--- config.mk ---
export PLATFORM = sky130hd
export DESIGN_NAME = limb_wb_bridge
export DESIGN_NICKNAME = d
export VERILOG_FILES = /design/src/rtl/limb_pkg.sv /design/src/rtl/limb_strobe_sync.sv /design/src/rtl/limb_wb_bridge.sv
export SDC_FILE = /design/constraint.sdc
export NUM_CORES = 1
export LEC_CHECK = 0
export CAP_MARGIN = 20
export CORE_ASPECT_RATIO = 1.75
export CORE_MARGIN = 2
export CORE_UTILIZATION = 42
export CTS_BUF_LIST = sky130_fd_sc_hd__clkbuf_4 sky130_fd_sc_hd__clkbuf_8 sky130_fd_sc_hd__clkbuf_16
export CTS_CLUSTER_DIAMETER = 60
export DETAILED_ROUTE_END_ITERATION = 6
export GPL_ROUTABILITY_DRIVEN = 0
export PLACE_DENSITY = 0.67
export SYNTH_ARGS = -nofsm -noshare
export SYNTH_HDL_FRONTEND = slang
export SYNTH_HIERARCHICAL = 1
export SYNTH_SLANG_ARGS = --single-unit
--- constraint.sdc ---
create_clock -name clk -period 5.7 [get_ports clk]
set_clock_uncertainty 0.15 [all_clocks]
set_input_delay 0.57 -clock clk [delete_from_list [all_inputs] [get_ports clk]]
set_output_delay 0.57 -clock clk [all_outputs]
set_load 0.005 [all_outputs]
--- src/rtl/limb_pkg.sv ---
// Shared state encoding and default parameter values for the LIMB-to-Wishbone bridge.
package limb_pkg;

  localparam int DEF_ADDR_BYTES = 5;
  localparam int DEF_DATA_BYTES = 4;
  localparam int DEF_WB_ADR_W   = 36;
  localparam int DEF_TIMEOUT    = 255;

  typedef enum logic [2:0] {
    IDLE     = 3'd0,
    ADDR     = 3'd1,
    DATA_W   = 3'd2,
    WB_WRITE = 3'd3,
    WB_READ  = 3'd4,
    DATA_R   = 3'd5
  } limb_state_e;

endpackage

--- src/rtl/limb_strobe_sync.sv ---
// Two-flop synchroniser for the LIMB control pins plus a rising-edge detector that
// yields a registered one-cycle byte event, with start/nrd delayed to line up with it.
module limb_strobe_sync (
  input  logic clk,
  input  logic reset,
  input  logic limb_clk,
  input  logic limb_start,
  input  logic limb_nrd,
  output logic byte_event,
  output logic start,
  output logic nrd
);

  logic [1:0] clk_sync;
  logic [1:0] start_sync;
  logic [1:0] nrd_sync;
  logic       clk_prev;

  // synchroniser chains and registered edge detect
  always_ff @(posedge clk or posedge reset) begin
    if (reset) begin
      clk_sync   <= 2'b00;
      start_sync <= 2'b00;
      nrd_sync   <= 2'b00;
      clk_prev   <= 1'b0;
      byte_event <= 1'b0;
      start      <= 1'b0;
      nrd        <= 1'b0;
    end else begin
      clk_sync   <= {clk_sync[0], limb_clk};
      start_sync <= {start_sync[0], limb_start};
      nrd_sync   <= {nrd_sync[0], limb_nrd};
      clk_prev   <= clk_sync[1];
      byte_event <= clk_sync[1] & ~clk_prev;
      start      <= start_sync[1];
      nrd        <= nrd_sync[1];
    end
  end

endmodule

--- src/rtl/limb_wb_bridge.sv ---
// LIMB byte-parallel host port to Wishbone classic master bridge with address
// autoincrement, per-cycle ack timeout and sticky error flag.
module limb_wb_bridge
  import limb_pkg::*;
#(
  parameter int ADDR_BYTES = DEF_ADDR_BYTES,
  parameter int DATA_BYTES = DEF_DATA_BYTES,
  parameter int WB_ADR_W   = DEF_WB_ADR_W,
  parameter int TIMEOUT    = DEF_TIMEOUT
) (
  input  logic                    clk,
  input  logic                    reset,
  input  logic [7:0]              limb_d_in,
  output logic [7:0]              limb_d_out,
  output logic                    limb_d_oe,
  input  logic                    limb_clk,
  input  logic                    limb_nrd,
  input  logic                    limb_start,
  output logic                    limb_nwait,
  output logic                    limb_err,
  output logic [WB_ADR_W-1:0]     wb_adr_o,
  output logic [8*DATA_BYTES-1:0] wb_dat_o,
  input  logic [8*DATA_BYTES-1:0] wb_dat_i,
  output logic [DATA_BYTES-1:0]   wb_sel_o,
  output logic                    wb_we_o,
  output logic                    wb_stb_o,
  output logic                    wb_cyc_o,
  input  logic                    wb_ack_i
);

  localparam logic [2:0]  ADDR_LAST = 3'(ADDR_BYTES - 1);
  localparam logic [2:0]  DATA_LAST = 3'(DATA_BYTES - 1);
  localparam logic [15:0] TMO_LAST  = 16'(TIMEOUT - 1);

  limb_state_e             state;
  limb_state_e             state_nxt;
  logic                    byte_event;
  logic                    ev_start;
  logic                    ev_nrd;
  logic                    restart;
  logic                    in_wb;
  logic                    tmo_hit;
  logic                    dir_wr;
  logic [2:0]              idx;
  logic [15:0]             tmo_cnt;
  logic [WB_ADR_W-1:0]     addr;
  logic [8*DATA_BYTES-1:0] wdata;
  logic [8*DATA_BYTES-1:0] rdata;

  // Address bits beyond WB_ADR_W simply have no bit to land in.
  function automatic logic [WB_ADR_W-1:0] put_addr_byte(input logic [WB_ADR_W-1:0] cur,
                                                         input logic [7:0] b,
                                                         input logic [2:0] k);
    logic [WB_ADR_W-1:0] r;
    r = cur;
    for (int i = 0; i < WB_ADR_W; i++) begin
      if ((i / 8) == int'(k)) r[i] = b[i % 8];
    end
    return r;
  endfunction

  limb_strobe_sync u_sync (
    .clk        (clk),
    .reset      (reset),
    .limb_clk   (limb_clk),
    .limb_start (limb_start),
    .limb_nrd   (limb_nrd),
    .byte_event (byte_event),
    .start      (ev_start),
    .nrd        (ev_nrd)
  );

  assign restart  = byte_event & ev_start;
  assign in_wb    = (state == WB_WRITE) || (state == WB_READ);
  assign tmo_hit  = (tmo_cnt == TMO_LAST);
  assign wb_adr_o = addr;
  assign wb_dat_o = wdata;

  // state register
  always_ff @(posedge clk or posedge reset) begin
    if (reset) state <= IDLE;
    else       state <= state_nxt;
  end

  // next-state logic; a start byte overrides everything, ack beats timeout
  always_comb begin
    state_nxt = state;
    if (restart) begin
      if (ADDR_BYTES == 1) state_nxt = ev_nrd ? DATA_W : WB_READ;
      else                 state_nxt = ADDR;
    end else begin
      case (state)
        IDLE:     state_nxt = IDLE;
        ADDR:     if (byte_event && idx == ADDR_LAST) state_nxt = dir_wr ? DATA_W : WB_READ;
                  else state_nxt = ADDR;
        DATA_W:   if (byte_event && idx == DATA_LAST) state_nxt = WB_WRITE;
                  else state_nxt = DATA_W;
        WB_WRITE: if (wb_ack_i) state_nxt = DATA_W;
                  else if (tmo_hit) state_nxt = IDLE;
                  else state_nxt = WB_WRITE;
        WB_READ:  if (wb_ack_i) state_nxt = DATA_R;
                  else if (tmo_hit) state_nxt = IDLE;
                  else state_nxt = WB_READ;
        DATA_R:   if (byte_event && idx == DATA_LAST) state_nxt = WB_READ;
                  else state_nxt = DATA_R;
        default:  state_nxt = IDLE;
      endcase
    end
  end

  // Moore outputs decoded from the state register
  always_comb begin
    wb_cyc_o   = 1'b0;
    wb_stb_o   = 1'b0;
    wb_we_o    = 1'b0;
    wb_sel_o   = '0;
    limb_nwait = 1'b1;
    limb_d_oe  = 1'b0;
    limb_d_out = 8'h00;
    case (state)
      WB_WRITE: begin
        wb_cyc_o   = 1'b1;
        wb_stb_o   = 1'b1;
        wb_we_o    = 1'b1;
        wb_sel_o   = '1;
        limb_nwait = 1'b0;
      end
      WB_READ: begin
        wb_cyc_o   = 1'b1;
        wb_stb_o   = 1'b1;
        wb_sel_o   = '1;
        limb_nwait = 1'b0;
      end
      DATA_R: begin
        limb_d_oe = 1'b1;
        for (int k = 0; k < DATA_BYTES; k++) begin
          if (idx == 3'(k)) limb_d_out = rdata[8*k +: 8];
        end
      end
      default: limb_d_oe = 1'b0;
    endcase
  end

  // datapath: byte collection, ack capture, autoincrement, timeout and error flag
  always_ff @(posedge clk or posedge reset) begin
    if (reset) begin
      addr     <= '0;
      wdata    <= '0;
      rdata    <= '0;
      idx      <= 3'd0;
      dir_wr   <= 1'b0;
      tmo_cnt  <= 16'd0;
      limb_err <= 1'b0;
    end else begin
      if (restart || !in_wb || wb_ack_i || tmo_hit) tmo_cnt <= 16'd0;
      else                                          tmo_cnt <= tmo_cnt + 16'd1;

      if (restart) begin
        addr     <= put_addr_byte('0, limb_d_in, 3'd0);
        idx      <= (ADDR_BYTES == 1) ? 3'd0 : 3'd1;
        dir_wr   <= ev_nrd;
        limb_err <= 1'b0;
      end else begin
        case (state)
          ADDR: if (byte_event) begin
            addr <= put_addr_byte(addr, limb_d_in, idx);
            idx  <= (idx == ADDR_LAST) ? 3'd0 : idx + 3'd1;
          end
          DATA_W: if (byte_event) begin
            for (int k = 0; k < DATA_BYTES; k++) begin
              if (idx == 3'(k)) wdata[8*k +: 8] <= limb_d_in;
            end
            idx <= (idx == DATA_LAST) ? 3'd0 : idx + 3'd1;
          end
          WB_WRITE, WB_READ: begin
            if (wb_ack_i) begin
              addr <= addr + WB_ADR_W'(1);
              if (state == WB_READ) rdata <= wb_dat_i;
            end else if (tmo_hit) begin
              limb_err <= 1'b1;
            end
          end
          DATA_R: if (byte_event) idx <= (idx == DATA_LAST) ? 3'd0 : idx + 3'd1;
          default: idx <= idx;
        endcase
      end
    end
  end

endmodule
* Word level (Yosys, flattened, before mapping) *
Cells that the tools add are included.

storage, ports and cells
  bits in registers = 134
  bits in latches = 0
  memory bits (writable) = 0
  bits in read-only memories = 0
  input bits = 46
  output and inout port bits = 86
  memories kept = 0

cells by class
  $add $sub $neg = 3
  multiply operators = 0
  divide/modulo/power cells = 0
  order comparisons = 0
  equal/unequal tests = 23
  shifts and indexed selects = 0
  mux-type cells = 71
  bitwise operators = 4
  reduce and logical (&&, ||, !) cells = 27

operators by type and width
  operator                                        count
  two-way mux 36 bit                              3
  one-hot mux 36 bit (2 select lines)             1
  two-way mux 1 bit                               46
  two-way mux 8 bit                               5
  AND reduction 4 bit                             10
  adder 36 x 1 -> 36 bit, second input constant   1
  two-way mux 3 bit                               10
  adder 16 x 1 -> 16 bit, second input constant   1
  == test 16 x 8 -> 1 bit, second input constant  1
  two-way mux 16 bit                              1
  != test 3 bit, second input constant            5
  one-hot mux 3 bit (5 select lines)              1
  == test 3 x 2 -> 1 bit, second input constant   4
  == test 3 bit, first input constant             3
  == test 3 bit, second input constant            3
  == test 3 x 1 -> 1 bit, second input constant   2
  logical NOT 3 bit                               2
  != test 3 x 1 -> 1 bit, second input constant   2
  one-hot mux 3 bit (2 select lines)              1
  AND reduction 3 bit                             2
  nonzero test 3 bit                              2
  logical OR 1 bit                                4
  two-way mux 2 bit                               2
  two-way mux 4 bit                               1
  other kinds (10)                                15

* Longest topological paths before layout *
Gate-level depths: netlist of run 1.

  depth in word-level cells = 7
  gate-level depth with buffers = 8
  gate-level depth less buffers = 7

* By module *
Netlist of run 1, hierarchy kept.

by module, submodules not included
  module            instances  cells each  area each (um^2)  sequential area each (um^2)
  limb_wb_bridge    1          662         6635.1            3103.0
  limb_strobe_sync  1          12          267.8             250.2

* Worst setup path before layout of run 1 *
Ideal clock, no wire load.

  path kind = register -> output
  start = register idx[0]
  end = output port limb_d_out[0]
  arrival = 1.652 ns
  slack = 3.328 ns
  stages on the path, launching flop included = 8
  buffers on the path = 2
  path through = dfrtp_1 > ha_1 > ha_1 > buf_2 > clkbuf_1 > nor2_1 > a22oi_1 > nor2_1

on the way
  word-level cells in the longest chain between the ends = 6
  elaborated cells between the ends (all ways) = 9

ends and longest elaborated chain
  element                         line                   text
  start: declaration              limb_wb_bridge.sv:44   logic [2:0] idx;
  start signal: assignment        limb_wb_bridge.sv:160  idx <= (ADDR_BYTES == 1) ? 3'd0 : 3'd1;
  start signal: assignment        limb_wb_bridge.sv:167  idx <= (idx == ADDR_LAST) ? 3'd0 : idx + 3'd1;
  start signal: assignment        limb_wb_bridge.sv:173  idx <= (idx == DATA_LAST) ? 3'd0 : idx + 3'd1;
  logical NOT 3 bit               limb_wb_bridge.sv:137  if (idx == 3'(k)) limb_d_out = rdata[8*k +: 8];
  two-way mux 8 bit (3 in a row)  limb_wb_bridge.sv:137
  two-way mux 8 bit (*)           limb_wb_bridge.sv:137
  two-way mux 8 bit (*)           limb_wb_bridge.sv:120  case (state)
  end: declaration                limb_wb_bridge.sv:14   output logic [7:0] limb_d_out,

Every way passes the cells marked *; elsewhere a longest branch is shown, timed or not.

* Final worst setup path of run 1 *
  start = register idx[0]
  end = output port limb_d_out[7]

The elaborated chain is that of the path after synthesis.

==> summary.md, run 1 <==
The run gives 0 as the total count of hold-check failures in the final report. The run gives 0.239 as the overall global routing resource usage. STA puts the critical path data arrival time at 2.77 ns.

Clock latency on the worst-skew pair, taken at its later pin, is 0.41 ns. The routed length per placed instance works out to 20.5 µm. The slowest stage of the critical path is the clkdlybuf4s50_1 cell. The worst hold path was traced through 0 stages. The area growth from synthesis to layout is 29.5%. The per-cell via count in the routed design works out to 6.00. Summed over all cells, the static leakage comes to 3.78 nW. Among all flip-flop cells after synthesis, the most frequent one is dfrtp_1. The highest attainable clock frequency is 286 MHz. Yosys mapped a number of flops with a built-in enable equal to 0. The logs give 5 for the number of detailed-routing iterations run before antenna repair and 0.00334 W for the total design power.

The transition time of the tightest slew-check pin came out at 0.935 ns. Row generation in the floorplan step produced 62 rows. After filler insertion, the fill cell instance count of the layout stands at 1460. TritonCTS built the clock tree. The flip-flop and latch count after synthesis was 134. The worst setup path is launched from a register. By count the netlist is led by dfrtp_1, nor2_1, mux2_2. The total number of vias was 6010; the smallest hold slack was 0.199 ns. The tree is rooted in a clkbuf_16.

In this run the deepest clock path goes through 2 buffers. The number of top-level pins was 132; the peak supply drop was 0.000205 V. Dividing total power by cell area gives a power density of 374 nW/µm². STA puts the critical path data required time at 4.98 ns. Cell accounting for the most synthesized area: dfrtp_1. Grouping stages by cell kind, the critical path spends the most delay in simple AND/OR/NAND/NOR gates. Measured along the x axis, the die boundary spans 101 µm.

Setup repair after global routing left no endpoint under its margin. For the first-pass GRT wire length, the log shows 32000 µm. The mean instance size in the synthesized netlist was 10.2 µm²; the worst-case reg-to-reg path depth was 6.

The number of clock buffers added by TritonCTS is 17. Cell with the most instances after synthesis: dfrtp_1. The peak fanout along the critical path is 15, and the setup violation total in the final timing report is 0. The number of clock sinks is 134, and the area share of the leading cell type in the synthesized netlist is 0.486. For the count of final max-slew check failures, the log shows 0. In this design, the stage delay of the slowest critical-path cell is 0.52 ns. The estimated wirelength of the detail-placed design was 15200 µm.

Diode insertion count for antenna repair: 0. Summing all multi-input logic gate instances after layout gives 3290 µm². Final worst-path cycle share: 0.613. For the count of nets after finishing, the log shows 852. Wires add up to 20600 µm. The run finished with clean final reports. The tools report the detailed router's first-iteration violation count as 485. Walking the worst path, the cells encountered are ha_1, ha_1, nor2_1, a22oi_1, nor2_1, clkdlybuf4s50_1. Height of the chip: 174 µm. The number of nets in the synthesized netlist is 729. The part of the Yosys area used for sequential elements was 0.486; the die footprint was 17500 µm². After technology mapping, the gate count stands at 674. The pre-CTS worst setup slack is 2.70 ns, and the number of gates on the worst path with buffers counted is 6.

The tools report the capturing element type of the critical path as an output pin. The logs give 6900 µm² for the synthesized area and 6 for the Yosys warning count. Critical path start-end classification: register to output pin. The post-route worst setup slack was 2.21 ns.

The starting density of the core came out at 0.424. The overflow left after global routing is 0, and the number of nets still failing antenna checks after routing is 0. Across the whole layout, storage elements account for 3350 µm². The region available for standard cell placement spans 16300 µm². The fraction of registers with async set or reset after synthesis is 1.00, and the combined buffer and inverter count along the critical path is 1. The initial antenna violation count came out at 0. Counting distinct cell types in the post-synthesis netlist gives 67. Counting I/O delays and the setup requirement, the final critical path takes 3.49 ns. Yosys attributes the largest share of cell area to dfrtp_1, mux2_2, nor2_1, o21ai_0, a21oi_1. The remaining routing DRC violations was 0; the count of port buffers added during placement was 131.

The tool flagged a number of max-cap violations equal to 0. The sum of negative setup slack was 0 ns; the worst relative slew slack was 0.372. The path class of the tightest hold or removal check is register to register.

The number of H-tree branching levels was 4. The tools report the via count of the first global-routing pass as 6086. The total of hold buffers inserted after clock tree synthesis is 0, and the pin count of the biggest net entering global routing is 83. The share of layout cells above drive strength 1 works out to 0.142. The run gives 0 as the number of buffers inserted by post-CTS setup repair.

The run gives 0 as the number of cells upsized or downsized after cts. The clock slew seen by the registers of the worst setup and hold paths is 0.06 ns.
==> final timing paths <==
path | slack (ns) | to | startpoint
max in group asynchronous | 4.30 | rdata[7] | reset
min in group asynchronous | 0.30 | wb_adr_o[23] | reset
min reg2reg | 0.20 | u_sync/nrd_sync[1] | u_sync/nrd_sync[0]
max reg2reg | 3.01 | wb_adr_o[22] | wb_adr_o[0]
max | 2.21 | limb_d_out[7] | idx[0]
min | 0.20 | u_sync/nrd_sync[1] | u_sync/nrd_sync[0]
==> metal layers <==
metal | part of all wire | track usage | vias to the layer above
met5 | 0 | 0 | -
met4 | 0.065 | 0.149 | 0
met3 | 0.048 | 0.0427 | 69
met2 | 0.55 | 0.437 | 262
met1 | 0.34 | 0.242 | 2967
li1 | - | - | 2712
==> state kept, by name, summed over array words and instances (netlist names) <==
| register | cells |
|---|---|
| wb_adr_o | 36 |
| rdata | 32 |
| wb_dat_o | 32 |
| tmo_cnt | 16 |
| idx | 3 |
| state | 3 |
| u_sync/clk_sync | 2 |
| u_sync/nrd_sync | 2 |
| u_sync/start_sync | 2 |
| dir_wr | 1 |
| limb_err | 1 |
| u_sync/byte_event | 1 |
| u_sync/clk_prev | 1 |
| u_sync/nrd | 1 |
| u_sync/start | 1 |
==> through the flow <==
stage | instance area, µm² | utilization | std cells
after floorplan | 6900 | - | 674
after global placement | 8310 | 0.510 | 969
after detailed placement | 8310 | 0.510 | 969
after CTS | 8910 | 0.547 | 1001
after global routing | 8940 | 0.549 | 1002
final | 8940 | 0.549 | 1002
==> cells in the final DEF, fill, tap and decap left out, drive strengths merged, types with 13 or more instances in the layout <==
cell type and instances:
a21oi 41, a31oi 14, and3 13, clkbuf 18, clkdlybuf4s50 131, dfrtp 134
inv 26, mux2 65, nand2 54, nand3 23, nand4 17, nor2 56
o21ai 62
==> where the power goes <==
group	internal, W	leakage [nW]	total, W	switching, W
combinational	0.000461	1.80	0.000878	0.000417
clock	0.000668	0.284	0.00111	0.000446
sequential	0.00111	1.70	0.00135	0.000242
total	0.00223	3.78	0.00334	0.00111
==> final cells by class <==
type,count,share of cell area
clock buffers,18,0.0491
well taps,192,0.0269
inverters,20,0.00868
repair buffers,137,0.154
clock inverters,14,0.0185
flip-flops and latches,134,0.375
multi-input cells,487,0.368
==> logic make-up after synthesis <==
| family | synth area share |
|---|---|
| buffers and inverters | 0.0388 |
| adders and majority gates | 0.0163 |
| xor gates and xnor gates | 0.0178 |
| AOI/OAI and AO/OA | 0.156 |
| DFF | 0.486 |
| and+or+nand+nor | 0.175 |
| muxes | 0.110 |
(Power assumes the default switching activity.)
==> run 2: changes to the inputs <==
==> constraint.sdc (replaced) <==
create_clock -name clk -period 3.4 [get_ports clk]
set_clock_uncertainty 0.15 [all_clocks]
set_input_delay 0.34 -clock clk [delete_from_list [all_inputs] [get_ports clk]]
set_output_delay 0.34 -clock clk [all_outputs]
set_load 0.005 [all_outputs]
==> summary.md, run 2 (synthesis results as in run 1) <==
Of all nets on the critical path, the largest fanout is 18. For the number of top-level pins, the log shows 132. The tool flagged a number of max-cap violations equal to 0. The detailed router's first-iteration violation count was 442. The count of final max-slew check failures is 0. The number of detailed-routing iterations run before antenna repair is 5, and the number of H-tree branching levels is 4. The routed layout has 5967 vias. The final cell utilization of the core is 0.549.

Pre-CTS worst setup slack: 0.765 ns. Entering global routing, the biggest net connects 70 pins. The share of layout cells above drive strength 1 came out at 0.145.

Static timing analysis puts the maximum clock frequency at 322 MHz. The routed design could run at a clock period as short as 3.11 ns. After detailed routing, the average wire length per cell comes to 20.2 µm. The diode insertion count for antenna repair is 0, and the via count of the first global-routing pass is 6112.

Adding up every negative setup slack in the final design gives 0 ns. Capturing element type of the critical path: an output pin. The clock slew seen by the registers of the worst setup and hold paths was 0.06 ns.

The signal on the critical path passes through inv_1, ha_1, and3b_1, a21oi_1, o21ai_0, a22oi_1, nor2_1, clkdlybuf4s50_1. Setup repair after global routing left no endpoint under its margin. The overall global routing resource usage is 0.234, and the floorplan die width is 101 µm. In the routed design, unresolved DRC markers number 0.

Global routing finished with a remaining overflow of 0. Setup violations remaining at the end of the flow were counted as 0. The tools report the die footprint as 17500 µm².

The worst relative slew slack was 0.427. The critical path start-end classification was register to output pin. For the clock latency of the later-clocked register in the worst-skew pair, the log shows 0.41 ns. The tools report the library cell used as clock root buffer as clkbuf_16.

The run finished with clean final reports. On the critical path, the stage with the largest delay is an instance of ha_1. For this run, the slowest stage of the critical path takes 0.50 ns. The per-cell via count in the routed design was 5.94; the number of buffers inserted by post-CTS setup repair was 0.

Across the VDD grid, the largest voltage drop is 0.000299 V. For the clock tree buffer depth, the log shows 2. The tools report the starting density of the core as 0.424. The tools report the number of nets still failing antenna checks after routing as 0. The top cell types in the final layout, fill and taps aside, are dfrtp_1, clkdlybuf4s50_1, nor2_1, mux2_2, nand2_1.

Data on the critical path is required at its endpoint by 2.91 ns. TritonCTS built the clock tree. Number of cells upsized or downsized after cts: 0. The final worst-path cycle share is 0.915. For the core box area, the log shows 16300 µm². The first-pass GRT wire length is 31900 µm, and the initial antenna violation count is 0. The aggregate routed wire length is 20300 µm.

The register with the most flip-flops in the layout has 36 of them. The transition time of the tightest slew-check pin came out at 0.854 ns. The most common cell after layout, fill and taps aside is dfrtp_1. The post-route worst setup slack was 0.290 ns; the count of nets after finishing was 855. The area growth from synthesis to layout works out to 29.6%. STA classifies the critical path startpoint as a register. For the number of cell rows, the log shows 62. Dividing total power by cell area gives a power density of 627 nW/µm².

The number of clock sinks is 134. The total count of hold-check failures in the final report is 0. The number of hold buffers added after CTS was 0.

Estimated wirelength of the detail-placed design: 15000 µm. The classification of the worst-slack hold path was input port to asynchronous set/reset pin. The number of clock buffers added by TritonCTS is 17. The critical path data arrival time came out at 2.62 ns.

The die is 174 µm tall. Summed over all cells, the static leakage comes to 3.80 nW. The count of port buffers added during placement was 131.
-- run 2: cell types whose count changed in the layout (fill, tap and decap cells not counted), moves of 2 or more --
cell,delta
buf_4,+3
clkinv_2,+2
clkinv_4,-2
inv_6,+3
-- run 2: per-stage QoR --
stage	power (W)	hold WS (ns)	instances	cell area (µm²)
5_1_grt	0.00589	0.199	1005	8950
4_1_cts	0.00562	0.127	1005	8950
6_report	0.00561	0.132	1005	8950
3_3_place_gp	0.00371	0.185	973	8350
2_1_floorplan	0.00292	0.0302	674	6910
3_5_place_dp	0.00376	0.195	973	8350
-- run 2: final timing paths --
| kind | startpoint | to | slack (ns) | cells past startpoint |
|---|---|---|---|---|
| worst max-delay path | idx[1] | limb_d_out[0] | 0.29 | 8 |
| worst min-delay path | reset | u_sync/nrd_sync[0] | 0.13 | 2 |
| worst max register to register | wb_adr_o[0] | wb_adr_o[24] | 0.84 | 7 |
| worst min register to register | u_sync/clk_sync[0] | u_sync/clk_sync[1] | 0.20 | 0 |
| max in group asynchronous | reset | rdata[15] | 2.07 | 3 |
| min in group clk | u_sync/clk_sync[0] | u_sync/clk_sync[1] | 0.20 | 0 |
-- run 2: critical path, delay by kind of cell (launching register included) --
| family | cells | cell delay (ns) |
|---|---|---|
| simple gates | 2 | 0.30 |
| flops | 1 | 0.41 |
| fa+ha+maj | 1 | 0.50 |
| buf+inv | 2 | 0.58 |
| compound gates | 3 | 0.43 |
-- run 2: metal layers --
metal,track usage,wire (µm),vias up
met3,0.0359,985,75
met2,0.419,11100,261
li1,-,-,2707
met4,0.141,1300,0
met1,0.251,7010,2924
met5,0,0,-
-- run 2: final cells by class --
| class | count | area (µm²) |
|---|---|---|
| flip-flops and latches | 134 | 3350 |
| inverters | 20 | 78.8 |
| clock buffers | 18 | 439 |
| clock inverters | 14 | 158 |
| multi-input cells | 487 | 3290 |
| fillers | 1421 | 7340 |
| well taps | 192 | 240 |
| repair buffers | 140 | 1390 |
-- run 2: power breakdown --
group	leakage, nW	internal, W	switching, W	total, W
Sequential	1.70	0.00185	0.000422	0.00227
Clock	0.291	0.00112	0.000736	0.00185
Combinational	1.81	0.000776	0.000707	0.00148
